## src/rtl/mem_access_pkg.sv

```systemverilog
// Shared size codes, FSM state encoding and alignment helpers for the
// data-memory access controller.
package mem_access_pkg;

  localparam logic [1:0] SZ_BYTE = 2'b00;
  localparam logic [1:0] SZ_HALF = 2'b01;
  localparam logic [1:0] SZ_WORD = 2'b10;

  typedef enum logic [2:0] {
    ST_IDLE,
    ST_RD,
    ST_WR,
    ST_RMW_RD,
    ST_RMW_WR
  } state_e;

  // Size code 2'b11 falls into the word branch in both helpers.
  function automatic logic is_misaligned(input logic [1:0] size, input logic [1:0] lo);
    case (size)
      SZ_BYTE: return 1'b0;
      SZ_HALF: return lo[0];
      default: return (lo != 2'b00);
    endcase
  endfunction

  function automatic logic [1:0] align_lo(input logic [1:0] size, input logic [1:0] lo);
    case (size)
      SZ_BYTE: return lo;
      SZ_HALF: return {lo[1], 1'b0};
      default: return 2'b00;
    endcase
  endfunction

endpackage

```

## src/rtl/mem_lane_align.sv

```systemverilog
// Combinational byte-lane steering: extract+extend for loads, merge of a
// byte/halfword into the fetched word for read-modify-write stores.
module mem_lane_align
  import mem_access_pkg::*;
(
  input  logic [1:0]  i_size,
  input  logic        i_signed,
  input  logic [1:0]  i_lo,
  input  logic [31:0] i_mem_word,
  input  logic [31:0] i_wdata,
  output logic [31:0] o_load_data,
  output logic [31:0] o_merged
);

  logic [7:0]  w_byte;
  logic [15:0] w_half;

  assign w_byte = i_mem_word[{i_lo, 3'b000} +: 8];
  assign w_half = i_lo[1] ? i_mem_word[31:16] : i_mem_word[15:0];

  always_comb begin
    o_load_data = i_mem_word;
    o_merged    = i_mem_word;
    case (i_size)
      SZ_BYTE: begin
        o_load_data = {{24{i_signed & w_byte[7]}}, w_byte};
        o_merged[{i_lo, 3'b000} +: 8] = i_wdata[7:0];
      end
      SZ_HALF: begin
        o_load_data = {{16{i_signed & w_half[15]}}, w_half};
        o_merged[{i_lo[1], 4'b0000} +: 16] = i_wdata[15:0];
      end
      default: begin
        o_load_data = i_mem_word;
        o_merged    = i_wdata;
      end
    endcase
  end

endmodule

```

## src/rtl/mem_access_ctrl.sv

```systemverilog
// Load/store controller between a pipeline and a word-wide data memory.
// Define MEMACC_MISALIGN_TRAP_EN to reject misaligned requests instead of aligning them.
module mem_access_ctrl
  import mem_access_pkg::*;
#(
  parameter int WADDR_W = 11
) (
  input  logic               clock,
  input  logic               reset_n,
  input  logic               req_valid,
  output logic               req_ready,
  input  logic               req_write,
  input  logic [1:0]         req_size,
  input  logic               req_signed,
  input  logic [WADDR_W+1:0] req_addr,
  input  logic [31:0]        req_wdata,
  output logic [31:0]        rdata,
  output logic               rdata_valid,
  output logic               wr_done,
  output logic               misalign_err,
  output logic [WADDR_W-1:0] mem_address,
  output logic [31:0]        mem_in_data,
  output logic               mem_write,
  output logic               mem_read,
  input  logic [31:0]        mem_out_data
);

  state_e             r_state, w_next;
  logic [1:0]         r_size;
  logic               r_signed;
  logic [WADDR_W+1:0] r_addr;
  logic [31:0]        r_wdata, r_merge, r_rdata;
  logic               r_rdata_valid, r_wr_done, r_mem_write, r_mem_read;
  logic               w_accept, w_mis;
  logic [WADDR_W+1:0] w_addr;
  logic               w_mem_read_nxt, w_mem_write_nxt, w_rdata_valid_nxt, w_wr_done_nxt;
  logic [31:0]        w_load_data, w_merged;

  assign w_accept = req_valid && (r_state == ST_IDLE);

`ifdef MEMACC_MISALIGN_TRAP_EN
  logic r_misalign;
  assign w_mis        = is_misaligned(req_size, req_addr[1:0]);
  assign w_addr       = req_addr;
  assign misalign_err = r_misalign;
`else
  assign w_mis        = 1'b0;
  assign w_addr       = {req_addr[WADDR_W+1:2], align_lo(req_size, req_addr[1:0])};
  assign misalign_err = 1'b0;
`endif

  always_ff @(posedge clock or negedge reset_n) begin
    if (!reset_n) r_state <= ST_IDLE;
    else          r_state <= w_next;
  end

  always_comb begin
    w_next = r_state;
    case (r_state)
      ST_IDLE: begin
        if (w_accept && !w_mis) begin
          if (!req_write)                                      w_next = ST_RD;
          else if (req_size == SZ_BYTE || req_size == SZ_HALF) w_next = ST_RMW_RD;
          else                                                 w_next = ST_WR;
        end
      end
      ST_RMW_RD: w_next = ST_RMW_WR;
      default:   w_next = ST_IDLE;
    endcase
  end

  // Strobes are computed from the next state so they leave a flop aligned with the state.
  always_comb begin
    w_mem_read_nxt    = (w_next == ST_RD) || (w_next == ST_RMW_RD);
    w_mem_write_nxt   = (w_next == ST_WR) || (w_next == ST_RMW_WR);
    w_rdata_valid_nxt = (r_state == ST_RD);
    w_wr_done_nxt     = (r_state == ST_WR) || (r_state == ST_RMW_WR);
  end

  mem_lane_align u_align (
    .i_size      (r_size),
    .i_signed    (r_signed),
    .i_lo        (r_addr[1:0]),
    .i_mem_word  (mem_out_data),
    .i_wdata     (r_wdata),
    .o_load_data (w_load_data),
    .o_merged    (w_merged)
  );

  always_ff @(posedge clock or negedge reset_n) begin
    if (!reset_n) begin
      r_size        <= SZ_BYTE;
      r_signed      <= 1'b0;
      r_addr        <= '0;
      r_wdata       <= '0;
      r_merge       <= '0;
      r_rdata       <= '0;
      r_rdata_valid <= 1'b0;
      r_wr_done     <= 1'b0;
      r_mem_write   <= 1'b0;
      r_mem_read    <= 1'b0;
    end else begin
      if (w_accept) begin
        r_size   <= req_size;
        r_signed <= req_signed;
        r_addr   <= w_addr;
        r_wdata  <= req_wdata;
      end
      if (r_state == ST_RMW_RD) r_merge <= w_merged;
      if (r_state == ST_RD)     r_rdata <= w_load_data;
      r_rdata_valid <= w_rdata_valid_nxt;
      r_wr_done     <= w_wr_done_nxt;
      r_mem_write   <= w_mem_write_nxt;
      r_mem_read    <= w_mem_read_nxt;
    end
  end

`ifdef MEMACC_MISALIGN_TRAP_EN
  always_ff @(posedge clock or negedge reset_n) begin
    if (!reset_n) r_misalign <= 1'b0;
    else          r_misalign <= w_accept && w_mis;
  end
`endif

  assign req_ready   = (r_state == ST_IDLE);
  assign rdata       = r_rdata;
  assign rdata_valid = r_rdata_valid;
  assign wr_done     = r_wr_done;
  assign mem_write   = r_mem_write;
  assign mem_read    = r_mem_read;
  assign mem_address = r_addr[WADDR_W+1:2];
  assign mem_in_data = (r_state == ST_RMW_WR) ? r_merge : r_wdata;

endmodule

```

## config.mk

```make
export PLATFORM = sky130hd
export DESIGN_NAME = mem_access_ctrl
export DESIGN_NICKNAME = d
export VERILOG_FILES = /design/src/rtl/mem_access_pkg.sv /design/src/rtl/mem_lane_align.sv /design/src/rtl/mem_access_ctrl.sv
export SDC_FILE = /design/constraint.sdc
export NUM_CORES = 1
export LEC_CHECK = 0
export BUFFER_PORTS_ARGS = -buffer_cell sky130_fd_sc_hd__buf_2
export CAP_MARGIN = 20
export CORE_MARGIN = 10
export CORE_UTILIZATION = 55
export DETAILED_ROUTE_END_ITERATION = 8
export PLACE_DENSITY = 0.82
export REMOVE_ABC_BUFFERS = 1
export SLEW_MARGIN = 5
export SYNTH_ARGS = -nofsm -noshare
export SYNTH_HDL_FRONTEND = slang
export SYNTH_HIERARCHICAL = 1
export SYNTH_SLANG_ARGS = --single-unit
```

## constraint.sdc

```tcl
create_clock -name clock -period 3.5 [get_ports clock]
set_input_delay 0.7 -clock clock [delete_from_list [all_inputs] [get_ports clock]]
set_output_delay 0.7 -clock clock [all_outputs]
set_load 0.02 [all_outputs]
```

Yosys cells after proc, flatten, opt, wreduce, memory -nomap -nowiden
Index checks and enable logic that the tools add are counted.

storage, ports and cells
  register bits after elaboration = 119
  bits of input ports = 84
  word-level logic and storage cells = 49

operators by class
  add/subtract/negate cells = 2
  equality and inequality tests = 10
  shift operators = 5
  muxes and demuxes = 11
  bitwise operators = 2
  reduce and logical (&&, ||, !) cells = 8

operators by type and width
  kind                                                   number
  case mux 32 bit (2 select lines)                       2
  bitwise mux 32 bit                                     2
  two-way mux 32 bit                                     1
  variable shift 16 x 7 -> 32 bit, first input constant  1
  variable shift 8 x 7 -> 32 bit, first input constant   1
  variable part select 16 x 7 -> 32 bit                  1
  variable part select 32 x 6 -> 8 bit                   1
  variable part select 8 x 7 -> 32 bit                   1
  two-way mux 16 bit                                     1
  negator 5 -> 7 bit                                     2
  equality test 3 x 2 -> 1 bit, second input constant    4
  equality test 3 x 1 -> 1 bit, second input constant    2
  equality test 3 bit, second input constant             2
  case mux 3 bit (2 select lines)                        1
  equality test 2 x 1 -> 1 bit, second input constant    2
  zero test 2 bit                                        2
  logical OR 1 bit                                       4
  case mux 2 bit (2 select lines)                        1
  zero test 3 bit                                        1
  two-way mux 3 bit                                      1
  bitwise AND 1 bit                                      2
  two-way mux 2 bit                                      1
  logical AND 1 bit                                      1
  two-way mux 1 bit                                      1

Depth between registers and ports, before layout
Gate-level depths: netlist of run 1.

  depth after elaboration = 8
  gate-level depth with buffers = 10
  depth with buffers taken out = 6

Modules after synthesis
Netlist of run 1, hierarchy kept.

by module, submodules not included
  module           instances  cells an instance  area each (um2)  seq. area each (um2)
  mem_access_ctrl  1          310                4944.7           2977.9
  mem_lane_align   1          277                1844.3           0.0

Worst setup path before layout of run 1
No wires, ideal clock.

  path type = reg2reg
  from = reg r_addr[1]
  to = reg r_merge[0]
  library setup time = 0.125 ns
  arrival time = 2.245 ns
  data required time = 3.375 ns
  slack = 1.130 ns
  stages on the path, launching flop included = 10
  buffers on the path = 3
  period minus slack after synthesis = 2.370 ns
  path through = dfrtp_1 > buf_2 > buf_4 > inv_1 > buf_2 > ha_1 > nor4bb_1 > a211o_1 > a22o_1 > mux2_2

on the way
  word-level cells in the longest chain between the ends = 4
  elaborated cells between the ends (all ways) = 9
  classes of those cells = 2 x add/sub; 4 x shift; 3 x mux

RTL lines
  element                                                        line                                        RTL
  from (decl)                                                    mem_access_ctrl.sv:31                       logic [WADDR_W+1:0] r_addr;
  from (signal assigned)                                         mem_access_ctrl.sv:106                      r_addr <= w_addr;
  negator 5 -> 7 bit, on equally long branches                   mem_lane_align.sv:31, mem_lane_align.sv:27
  variable part select 16 x 7 -> 32 bit (tied with other cells)  mem_lane_align.sv:31                        o_merged[{i_lo[1], 4'b0000} +: 16] = i_wdata[15:0];
  bitwise mux 32 bit, on equally long branches                   mem_lane_align.sv:31, mem_lane_align.sv:27
  case mux 32 bit (2 select lines) *                             mem_lane_align.sv:24                        case (i_size)
  net w_merged[0]                                                mem_access_ctrl.sv:37                       logic [31:0] w_load_data, w_merged;
  to (signal assigned)                                           mem_access_ctrl.sv:109                      if (r_state == ST_RMW_RD) r_merge <= w_merged;
  to (decl)                                                      mem_access_ctrl.sv:32                       logic [31:0] r_wdata, r_merge, r_rdata;

The timed path passes the listed nets; every way through them passes the cells marked *.
A chain may end at the register's enable or synchronous reset.

Worst setup path in the final report of run 1
  from = reg r_state[2]
  to = out mem_in_data[0]

on the way
  word-level cells in the longest chain between the ends = 2

RTL lines
  element                 line                    RTL
  from (decl)             mem_access_ctrl.sv:28   state_e r_state, w_next;
  from (signal assigned)  mem_access_ctrl.sv:54   else r_state <= w_next;
  equality test 3 bit     mem_access_ctrl.sv:132  assign mem_in_data = (r_state == ST_RMW_WR) ? r_merge : r_wdata;
  two-way mux 32 bit      mem_access_ctrl.sv:132
  to (decl)               mem_access_ctrl.sv:22   output logic [31:0] mem_in_data,

No other way between the ends.

==> out/summary.log, run 1 <==
qor: synth.synthesis.area_per_instance 11.6 sq um
qor: cts.cts.reportedPaths.clkPinSlew 0.06 ns
qor: layout.finalCoreUtilization 67.8%
qor: min_path.hold_path.class input port to async pin
qor: placement.postPlaceCellArea 0.00759 sq mm
qor: sta.final_max_slew_viol_count 0
qor: sta.layout_setup_ws 0.685 ns
qor: detailed_routing.postRouteAntennaNets 0
qor: floorplan.core 0.0121 sq mm
qor: setup_path.crit_path_end_kind output port
qor: power.clkPwrFrac 28.4%
qor: placement.detailed_place_hpwl 14.6 mm
qor: grt.global_route.usage.met3 6.52%
qor: detailed_routing.drtIter0Drc 734
qor: floorplan.num_io_pins 165
qor: cts.cts_sinks 119
qor: floorplan.die-area 0.0172 sq mm
qor: power.p_leak 3.76 nW
qor: cts.cts_made_buffers 17
qor: placement.port_buffers 163
qor: layout.most-common-layout-cells 162 x buf_2, 142 x mux2_2, 118 x dfrtp_1, 57 x nand2_1, 30 x o21ai_0
qor: flow_run.max-cap-violations 0
qor: outcome.result_of_the_run finished clean
qor: floorplan.start_util 56.3%
qor: sta.max_frequency 0.355 GHz
qor: grt.groute.layer.met1.usage 27.1%
qor: layout.final_common_cell buf_2
qor: power.p_switching 2.20 mW
qor: synth.synth_enable_flop_cells 0
qor: grt.met2_usage 38.8%
qor: synth.netlist_top_cells_area dfrtp_1 44%, mux2_2 24%, mux2i_1 3.7%, nand2_1 3.2%, buf_4 2.5%
qor: placement.pre_cts_slack 1.14 ns
qor: synth.synth.lib_cells_used.distinct 55
qor: setup_path.setup_crit_path_kind register to output port
qor: setup_path.cp_max_fo 20
qor: sta.setup_violations 0
qor: grt.global_route.peak_usage_layer met2
qor: power.power.share.sequential 36.7%
qor: setup_path.cp_top_family flip-flops
qor: cts.post_cts.resized_instances 0
qor: sta.slew_headroom 48.1%
qor: synth.count_of_synthesis_stage_warnings_from_yosys 6
qor: synth.synth_area_leader_cell dfrtp_1
qor: synth.synth-async-reset-ratio 100%
qor: setup_path.critical_path_required 2.80 ns
qor: setup_path.critical_path.cell_chain nor3b_4 -> buf_4 -> mux2_2 -> buf_2
qor: setup_path.number_of_gates_on_the_worst_path_with_buffers_counted 4
qor: cts.worst_skew_pair.late_latency 0.43 ns
qor: floorplan.die-height 131 um
qor: cts.clock_path_buffers 2
qor: power.switching_share 35.8%
qor: setup_path.rr_endpoint r_merge[20]$_DFFE_PN0P_
qor: cts.cts_htree_levels 4
qor: grt.grt_max_degree 64
qor: grt.first_global_vias 5825
qor: power.power_density 750 mW/mm^2
qor: sta.timing_worst_slew_pin_value 0.778 ns
qor: setup_path.crit_path_start_kind register
qor: synth.synth_top_flop_cell dfrtp_1
qor: synth.netlist_instances 587
qor: sta.clock-skew-final 0.00636 ns
qor: placement.gpl.final_weighted_congestion 0.931
qor: floorplan.die_width 131 um
qor: synth.syn_area 0.00679 sq mm
qor: synth.seq_area_frac_synth 43.9%
qor: synth.synth_top_area_share 43.9%
qor: grt.grt.total_usage 23.4%
qor: layout.area_growth 20.5%
qor: setup_path.rrSetupSlack 1.02 ns
qor: detailed_routing.drt-pass1-iter-count 5
qor: grt.antenna_found_initial 3
qor: layout.design_area 0.00818 sq mm
qor: detailed_routing.drt-vias-per-instance 6.15
qor: sta.rsz0062_at_grt false
qor: floorplan.std_cell_rows 40
qor: cts.tritoncts yes
qor: sta.finalHoldWorstSlack 0.275 ns
qor: layout.proportion_of_layout_cells_with_a_drive_suffix_above_1 49.0%
qor: detailed_routing.vias 5593
qor: setup_path.worst_r2r_startpoint r_size[1]$_DFFE_PN0P_
qor: cts.cts_root_buf clkbuf_16
qor: setup_path.timing.critical_path.slowest_stage_cell dfrtp_1
qor: layout.finalNetCount 815
qor: setup_path.critical_path.n_buffers_inverters 2
qor: setup_path.cp_slowest_stage_delay 0.53 ns
qor: setup_path.reg2reg_depth 4
qor: detailed_routing.detail_route.wirelength 20.5 mm
qor: sta.timing_hold_violations_final 0
qor: grt.grt_pass1_wl 32.3 mm
qor: detailed_routing.drcViolationCount 0
qor: power.combinational_fraction_of_design_power 34.9%
qor: layout.filler_cell_count 909
qor: sta.timing.final.crit_share 80.4%
qor: sta.layout_min_cycle_time 2.82 ns
qor: power.vdd_ir_drop_max 399 uV
qor: power.cell_internal_pwr 3.94 mW
qor: grt.grt_remaining_overflow 0
qor: setup_path.worstPathArrival 2.12 ns
qor: cts.post-cts-setup-buffers 0
qor: cts.cts_hold_repair.buffers 0
qor: synth.postSynthRegisterBits 119
qor: detailed_routing.avgRoutedWirePerCell 22.5 um
==> how the worst max path moves through the flow <==
stage                              start                    end
CTS                 r_state[2]$_DFF_PN0_         mem_in_data[0]
detailed placement  r_state[2]$_DFF_PN0_        mem_in_data[29]
floorplan                      req_valid  r_addr[1]$_DFFE_PN0P_
global placement    r_state[2]$_DFF_PN0_         mem_in_data[5]
global route        r_state[2]$_DFF_PN0_         mem_in_data[0]
finish              r_state[2]$_DFF_PN0_         mem_in_data[0]
==> cell type report <==
type                       count  area (sq um)  share of cell area (%)
sequential                   119          2980                    36.4
timing repair buffer         175           921                    11.3
antenna                        3          7.51                  0.0918
clock inverter                10           128                    1.56
clock buffer                  22           454                    5.55
multi-input combinational    400          3430                    41.9
inverter                      13          48.8                   0.597
tap                          168           210                    2.57
==> metal layers <==
layer / wire, um / up-vias
met5: 0 / -
li1: - / 2441
met3: 1820 / 56
met1: 7810 / 2781
met4: 560 / 0
met2: 10300 / 315
==> registers in the layout (all words and copies together) (netlist names) <==
name and count:
mem_read 1, r_addr 13, rdata_valid 1, r_state 3
r_merge 32, mem_write 1, r_size 2, rdata 32
r_wdata 32, wr_done 1, r_signed 1
==> cells in the mapped netlist, drive strengths merged, types with 8 or more instances <==
master / instances
mux2: 145
dfrtp: 119
nand2: 57
buf: 51
o21ai: 31
mux2i: 25
o2111ai: 14
inv: 13
and2: 10
nand3: 10
nand2b: 9
a31oi: 8
o211ai: 8
==> power groups by stage <==
stage	clock network [mW]	registers (mW)	logic, mW
after floorplan	0	2.40	1.15
after global placement	0	2.23	2.03
after detailed placement	0	2.25	2.12
after CTS	1.77	2.23	2.13
after global routing	1.82	2.30	2.29
final	1.75	2.25	2.14
==> cells by family (layout without fill, tap and decap cells) <==
logic type | Yosys count | after routing | share of synthesized area, %
AOI/OAI and AO/OA | 101 | 101 | 10.7
xor gates and xnor gates | 1 | 1 | 0.129
muxes | 171 | 171 | 28.2
buffers and inverters | 68 | 220 | 5.92
adders and majority gates | 5 | 5 | 0.921
and+or+nand+nor | 121 | 121 | 10.2
DFF | 119 | 119 | 43.9
other | 1 | 4 | 0.0552
==> through the flow <==
stage	TNS [ns]	instances	total power, mW
floorplan	-16.92	532	3.56
finish	0	910	6.14
global route	0	910	6.41
global placement	0	875	4.26
detailed placement	0	875	4.37
CTS	0	907	6.13
==> worst register-to-register path: stages, from the launching register on <==
cell      delay, ns
dfrtp_2        0.86
nand2b_1       0.71
o21ai_0        0.22
a221o_1        0.31
mux2_2         0.27
(Power assumes the default switching activity.)
==> run 2: changes to the inputs <==
- ABC_AREA: not set -> 1
- CORE_UTILIZATION: 55 -> 49
- PLACE_DENSITY: 0.82 -> 0.77
- clock period: 3.5 -> 2.5 ns (I/O delays scaled with it)
==> out/summary.log, run 2 <==
qor: sta.timing_worst_slew_pin_value 0.634 ns
qor: cts.clock_path_buffers 2
qor: placement.gpl.final_weighted_congestion 0.960
qor: setup_path.worstPathArrival 1.81 ns
qor: cts.tritoncts yes
qor: placement.placed_cells_incl_taps 1335
qor: synth.synth_top_flop_cell dfrtp_1
qor: placement.detailed_place_hpwl 15.2 mm
qor: detailed_routing.drtIter0Drc 803
qor: layout.area_growth 20.9%
qor: setup_path.setup_crit_path_kind register to output port
qor: cts.cts.reportedPaths.clkPinSlew 0.05 ns
qor: grt.grt_pass1_wl 35.3 mm
qor: floorplan.num_io_pins 165
qor: cts.post-cts-setup-buffers 0
qor: grt.grt.total_usage 21.9%
qor: grt.first_global_vias 6736
qor: power.p_leak 4.95 nW
qor: synth.synth_enable_flop_cells 0
qor: sta.rsz0062_at_grt false
qor: sta.setup_violations 0
qor: floorplan.die-area 0.0194 sq mm
qor: setup_path.crit_path_start_kind register
qor: synth.netlist_top_cells_area dfrtp_1 43%, nand2_1 27%, nand3_1 5.7%, inv_1 5.0%, o21ai_1 4.6%
qor: floorplan.die-height 139 um
qor: sta.clock-skew-final 0.0105 ns
qor: setup_path.critical_path_required 2.00 ns
qor: setup_path.worst_r2r_startpoint r_size[0]$_DFFE_PN0P_
qor: synth.postSynthRegisterBits 119
qor: flow_run.max-cap-violations 0
qor: sta.finalHoldWorstSlack 0.188 ns
qor: floorplan.die_width 139 um
qor: floorplan.start_util 50.0%
qor: setup_path.critical_path.startpoint r_state[1]$_DFF_PN0_
qor: sta.slew_headroom 57.6%
qor: detailed_routing.avgRoutedWirePerCell 15.7 um
qor: detailed_routing.drt-vias-per-instance 5.08
qor: setup_path.crit_path_end_kind output port
qor: setup_path.endpoint mem_in_data[0]
qor: sta.layout_setup_ws 0.189 ns
qor: synth.netlist_instances 1043
qor: detailed_routing.vias 6943
qor: floorplan.core 0.0139 sq mm
qor: layout.instances_no_fill 1368
qor: cts.post_cts.resized_instances 0
qor: detailed_routing.detail_route.wirelength 21.5 mm
qor: detailed_routing.drcViolationCount 0
qor: synth.dominant_cell_by_count_in_the_synthesized_netlist nand2_1
qor: sta.final.setup.tns 0 ns
qor: synth.synthesis.area_per_instance 6.68 sq um
qor: synth.synth.lib_cells_used.distinct 30
qor: cts.cts_hold_repair.buffers 0
qor: synth.synth_top_area_share 42.7%
qor: sta.layout_min_cycle_time 2.31 ns
qor: setup_path.rr_endpoint rdata[23]$_DFFE_PN0P_
qor: placement.port_buffers 163
qor: layout.finalNetCount 1263
qor: min_path.hold_path.class input port to async pin
qor: sta.timing_hold_violations_final 0
qor: grt.grt_max_degree 120
qor: synth.seq_area_frac_synth 42.7%
qor: power.vdd_ir_drop_max 508 uV
qor: synth.synth_area_leader_cell dfrtp_1
qor: power.total_power 8.08 mW
qor: placement.pre_cts_slack 0.583 ns
qor: sta.final_max_slew_viol_count 0
qor: cts.cts_sinks 119
qor: synth.netlist_top_cells_count 498 x nand2_1, 119 x dfrtp_1, 93 x inv_1
qor: setup_path.cp_max_fo 32
qor: synth.count_of_synthesis_stage_warnings_from_yosys 6
qor: sta.timing.final.crit_share 92.4%
qor: synth.syn_area 0.00697 sq mm
qor: setup_path.rrSetupSlack 0.57 ns
qor: sta.max_frequency 0.433 GHz
qor: setup_path.reg2reg_depth 5
qor: cts.cts_root_buf clkbuf_16
qor: power.power_density 959 mW/mm^2
qor: cts.cts_made_buffers 17
qor: layout.final_common_cell nand2_1
qor: outcome.result_of_the_run finished clean
qor: grt.grt_remaining_overflow 0
qor: cts.cts_htree_levels 4
qor: grt.antenna_found_initial 1
qor: layout.proportion_of_layout_cells_with_a_drive_suffix_above_1 19.5%
qor: cts.worst_skew_pair.late_latency 0.42 ns
qor: detailed_routing.drt-pass1-iter-count 5
qor: floorplan.std_cell_rows 43
qor: synth.synth-async-reset-ratio 100%
qor: layout.most-common-layout-cells 498 x nand2_1, 162 x buf_2, 119 x dfrtp_1, 93 x inv_1, 79 x nand3_1
qor: detailed_routing.postRouteAntennaNets 0
## run 2: per-stage QoR
| stage | utilization, % | cell area [sq um] |
|---|---|---|
| 2_1_floorplan | - | 6620 |
| 3_3_place_gp | 56.1 | 7810 |
| 3_5_place_dp | 56.1 | 7810 |
| 4_1_cts | 60.5 | 8430 |
| 5_1_grt | 60.5 | 8430 |
| 6_report | 60.5 | 8430 |
## run 2: layout make-up
type	count	area, sq um
repair buffers	179	963
flip-flops and latches	119	2980
well taps	180	225
clock inverters	9	148
inverters	104	390
clock buffers	23	468
diodes	1	2.50
fillers	1326	5510
multi-input cells	753	3250
## run 2: cell families (layout without fill, tap and decap cells)
logic type,after synthesis,after routing,share of synthesized area (%)
AO/OA/AOI/OAI,109,109,8.79
buffers and inverters,171,315,10.7
adder cells (fa/ha/maj),5,5,0.897
other,1,2,0.0538
flip-flops,119,119,42.7
AND/OR/NAND/NOR,638,638,36.8
## run 2: worst max-delay path: stages, from the launching register on
cell,delay [ns]
dfrtp_1,0.43
nor2_2,0.14
buf_4,0.37
nand3_1,0.12
nand2_1,0.14
buf_2,0.18
## run 2: how the worst min path moves through the flow
| stage | from | endpoint | slack (ns) | cells past startpoint |
|---|---|---|---|---|
| floorplan | reset_n | mem_read$_DFF_PN0_ | 0.20 | 0 |
| global placement | rdata[28]$_DFFE_PN0P_ | rdata[28]$_DFFE_PN0P_ | 0.46 | 2 |
| detailed placement | rdata[31]$_DFFE_PN0P_ | rdata[31]$_DFFE_PN0P_ | 0.46 | 2 |
| CTS | reset_n | r_wdata[20]$_DFFE_PN0P_ | 0.21 | 2 |
| global route | reset_n | r_addr[11]$_DFFE_PN0P_ | 0.24 | 2 |
| finish | reset_n | r_addr[2]$_DFFE_PN0P_ | 0.19 | 2 |
## run 2: layer usage
metal	share of wire, %	up-vias	global-route usage (%)
li1	-	3471	-
met4	1.6	0	6.10
met5	0	-	0
met2	45	324	34.1
met3	9.1	28	5.41
met1	44	3120	29.4
## run 2: report_power, final
part / switching (mW) / internal, mW / total, mW / leakage [nW]
Combinational: 1.74 / 0.881 / 2.62 / 3.17
Clock: 0.846 / 1.71 / 2.56 / 0.301
Sequential: 0.399 / 2.50 / 2.90 / 1.49
==> run 3: changes to the inputs <==
- ABC_AREA: 1 -> not set
==> out/summary.log, run 3 (synthesized netlist as in run 1, its figures left out) <==
qor: placement.port_buffers 163
qor: cts.cts_sinks 119
qor: power.combinational_fraction_of_design_power 35.0%
qor: setup_path.worstPathArrival 1.95 ns
qor: cts.cts.reportedPaths.clkPinSlew 0.06 ns
qor: sta.timing_worst_slew_pin_value 0.724 ns
qor: cts.cts_root_buf clkbuf_16
qor: placement.gpl.final_weighted_congestion 0.909
qor: flow_run.max-cap-violations 0
qor: sta.max_frequency 0.408 GHz
qor: detailed_routing.avgRoutedWirePerCell 22.7 um
qor: placement.postPlaceCellArea 0.00766 sq mm
qor: layout.filler_cell_count 1082
qor: cts.worst_skew_pair.late_latency 0.42 ns
qor: detailed_routing.drtIter0Drc 590
qor: sta.timing_hold_violations_final 0
qor: power.total_power 8.68 mW
qor: setup_path.crit_path_end_kind output port
qor: detailed_routing.drcViolationCount 0
qor: grt.grt.total_usage 21.7%
qor: cts.tritoncts yes
qor: grt.grt_max_degree 48
qor: power.p_leak 3.83 nW
qor: setup_path.crit_path_start_kind register
qor: sta.slew_headroom 51.5%
qor: grt.grt_pass1_wl 31.7 mm
qor: floorplan.num_io_pins 165
qor: outcome.result_of_the_run finished clean
qor: layout.most-common-layout-cells 162 x buf_2, 142 x mux2_2, 115 x dfrtp_1, 57 x nand2_1, 30 x o21ai_0
qor: detailed_routing.drt-pass1-iter-count 5
qor: setup_path.cp_slowest_stage_delay 0.45 ns
qor: power.switching_share 35.6%
qor: detailed_routing.vias 5550
qor: setup_path.critical_path.n_buffers_inverters 3
qor: detailed_routing.postRouteAntennaNets 0
qor: sta.rsz0062_at_grt false
qor: grt.antenna_found_initial 1
qor: cts.clock_path_buffers 2
qor: power.power_density 1040 mW/mm^2
qor: floorplan.start_util 50.7%
qor: setup_path.timing.critical_path.slowest_stage_cell dfrtp_2
qor: setup_path.critical_path.cell_chain nor3b_4 -> buf_4 -> buf_12 -> mux2_2 -> buf_2
qor: setup_path.cp_top_family buffers and inverters
qor: power.clkPwrFrac 28.9%
qor: power.power.share.sequential 36.1%
qor: sta.clock-skew-final 0.00979 ns
qor: floorplan.die-height 138 um
qor: layout.final_common_cell buf_2
qor: layout.proportion_of_layout_cells_with_a_drive_suffix_above_1 50.8%
qor: layout.finalCoreUtilization 62.3%
qor: grt.first_global_vias 5657
qor: sta.timing.final.crit_share 98.1%
qor: grt.grt_remaining_overflow 0
qor: sta.setup_violations 0
qor: cts.cts_made_buffers 17
qor: power.cell_internal_pwr 5.59 mW
qor: cts.cts_hold_repair.buffers 0
qor: power.p_switching 3.09 mW
qor: setup_path.critical_path_required 2.00 ns
qor: floorplan.die_width 138 um
qor: layout.area_growth 23.0%
qor: min_path.hold_path.class input port to async pin
qor: cts.cts_htree_levels 4
qor: setup_path.cp_max_fo 19
qor: floorplan.core 0.0134 sq mm
qor: layout.finalNetCount 830
qor: layout.design_area 0.00835 sq mm
qor: sta.finalHoldWorstSlack 0.0463 ns
qor: floorplan.die-area 0.0190 sq mm
qor: power.vdd_ir_drop_max 454 uV
qor: sta.layout_min_cycle_time 2.45 ns
qor: placement.detailed_place_hpwl 15.0 mm
qor: setup_path.setup_crit_path_kind register to output port
qor: sta.final_max_slew_viol_count 0
qor: detailed_routing.drt-vias-per-instance 5.95
qor: floorplan.std_cell_rows 42
qor: detailed_routing.detail_route.wirelength 21.1 mm
[run 3: cell count changes in the layout (fill, tap and decap cells not counted), sizes merged, moves of 25 or more]
cell,previous run,this run
inv,104,13
nand2,500,57
mux2,0,145
nor2,52,6
o21ai,90,31
nand3,83,10
mux2i,0,25
[run 3: repair_timing]
| item | in CTS | in global routing |
|---|---|---|
| buffers inserted | 0 | 6 |
| pin swaps | 0 | 1 |
| resized for setup | 5 | 4 |
| gates cloned | 0 | 1 |
| endpoints found under the setup margin | 32 | 23 |
[run 3: path summary, 6_finish.rpt]
check                                           start                 endpoint  cells after the start  slack (ns)
worst max-delay path             r_state[0]$_DFF_PN0_           mem_in_data[6]                      5        0.05
worst min-delay path                          reset_n  r_merge[15]$_DFFE_PN0P_                      1        0.05
worst max register to register  r_addr[0]$_DFFE_PN0P_  r_merge[21]$_DFFE_PN0P_                      6        0.22
worst min register to register  r_addr[8]$_DFFE_PN0P_    r_addr[8]$_DFFE_PN0P_                      1        0.50
max in group asynchronous                     reset_n    rdata[18]$_DFFE_PN0P_                      2        1.80
min in group clock                          req_write     r_state[0]$_DFF_PN0_                      2        0.29
[run 3: power by group through the flow]
| stage | Sequential, mW | Clock (mW) | Combinational [mW] |
|---|---|---|---|
| 6_report | 3.13 | 2.51 | 3.04 |
| 3_5_place_dp | 3.16 | 0 | 3.01 |
| 2_1_floorplan | 3.37 | 0 | 1.61 |
| 3_3_place_gp | 3.10 | 0 | 2.93 |
| 4_1_cts | 3.13 | 2.53 | 3.03 |
| 5_1_grt | 3.21 | 2.63 | 3.26 |
[run 3: per-stage QoR]
stage | cells | TNS (ns) | worst slack, ns
5_1_grt | 931 | 0 | 0.00632
4_1_cts | 923 | 0 | 0.0177
6_report | 933 | 0 | 0.0467
2_1_floorplan | 532 | -75.02 | -1.18
3_5_place_dp | 891 | 0 | 0.284
3_3_place_gp | 891 | 0 | 0.390
[run 3: area by class of cell]
cell class	instances	area, sq um	area share, %
Timing Repair Buffer	190	1050	12.6
Multi-Input combinational cell	400	3430	41.1
Inverter	13	48.8	0.585
Sequential cell	119	2980	35.7
Antenna cell	3	7.51	0.0899
Tap cell	176	220	2.64
Clock inverter	12	151	1.81
Clock buffer	20	457	5.47
[run 3: layer usage]
layer,share of wire [%],wire length [um],GRT usage [%]
met1,39,8320,26.2
met2,51,10700,36.9
met3,8.4,1790,5.94
met4,1.6,332,6.78
met5,0,0,0
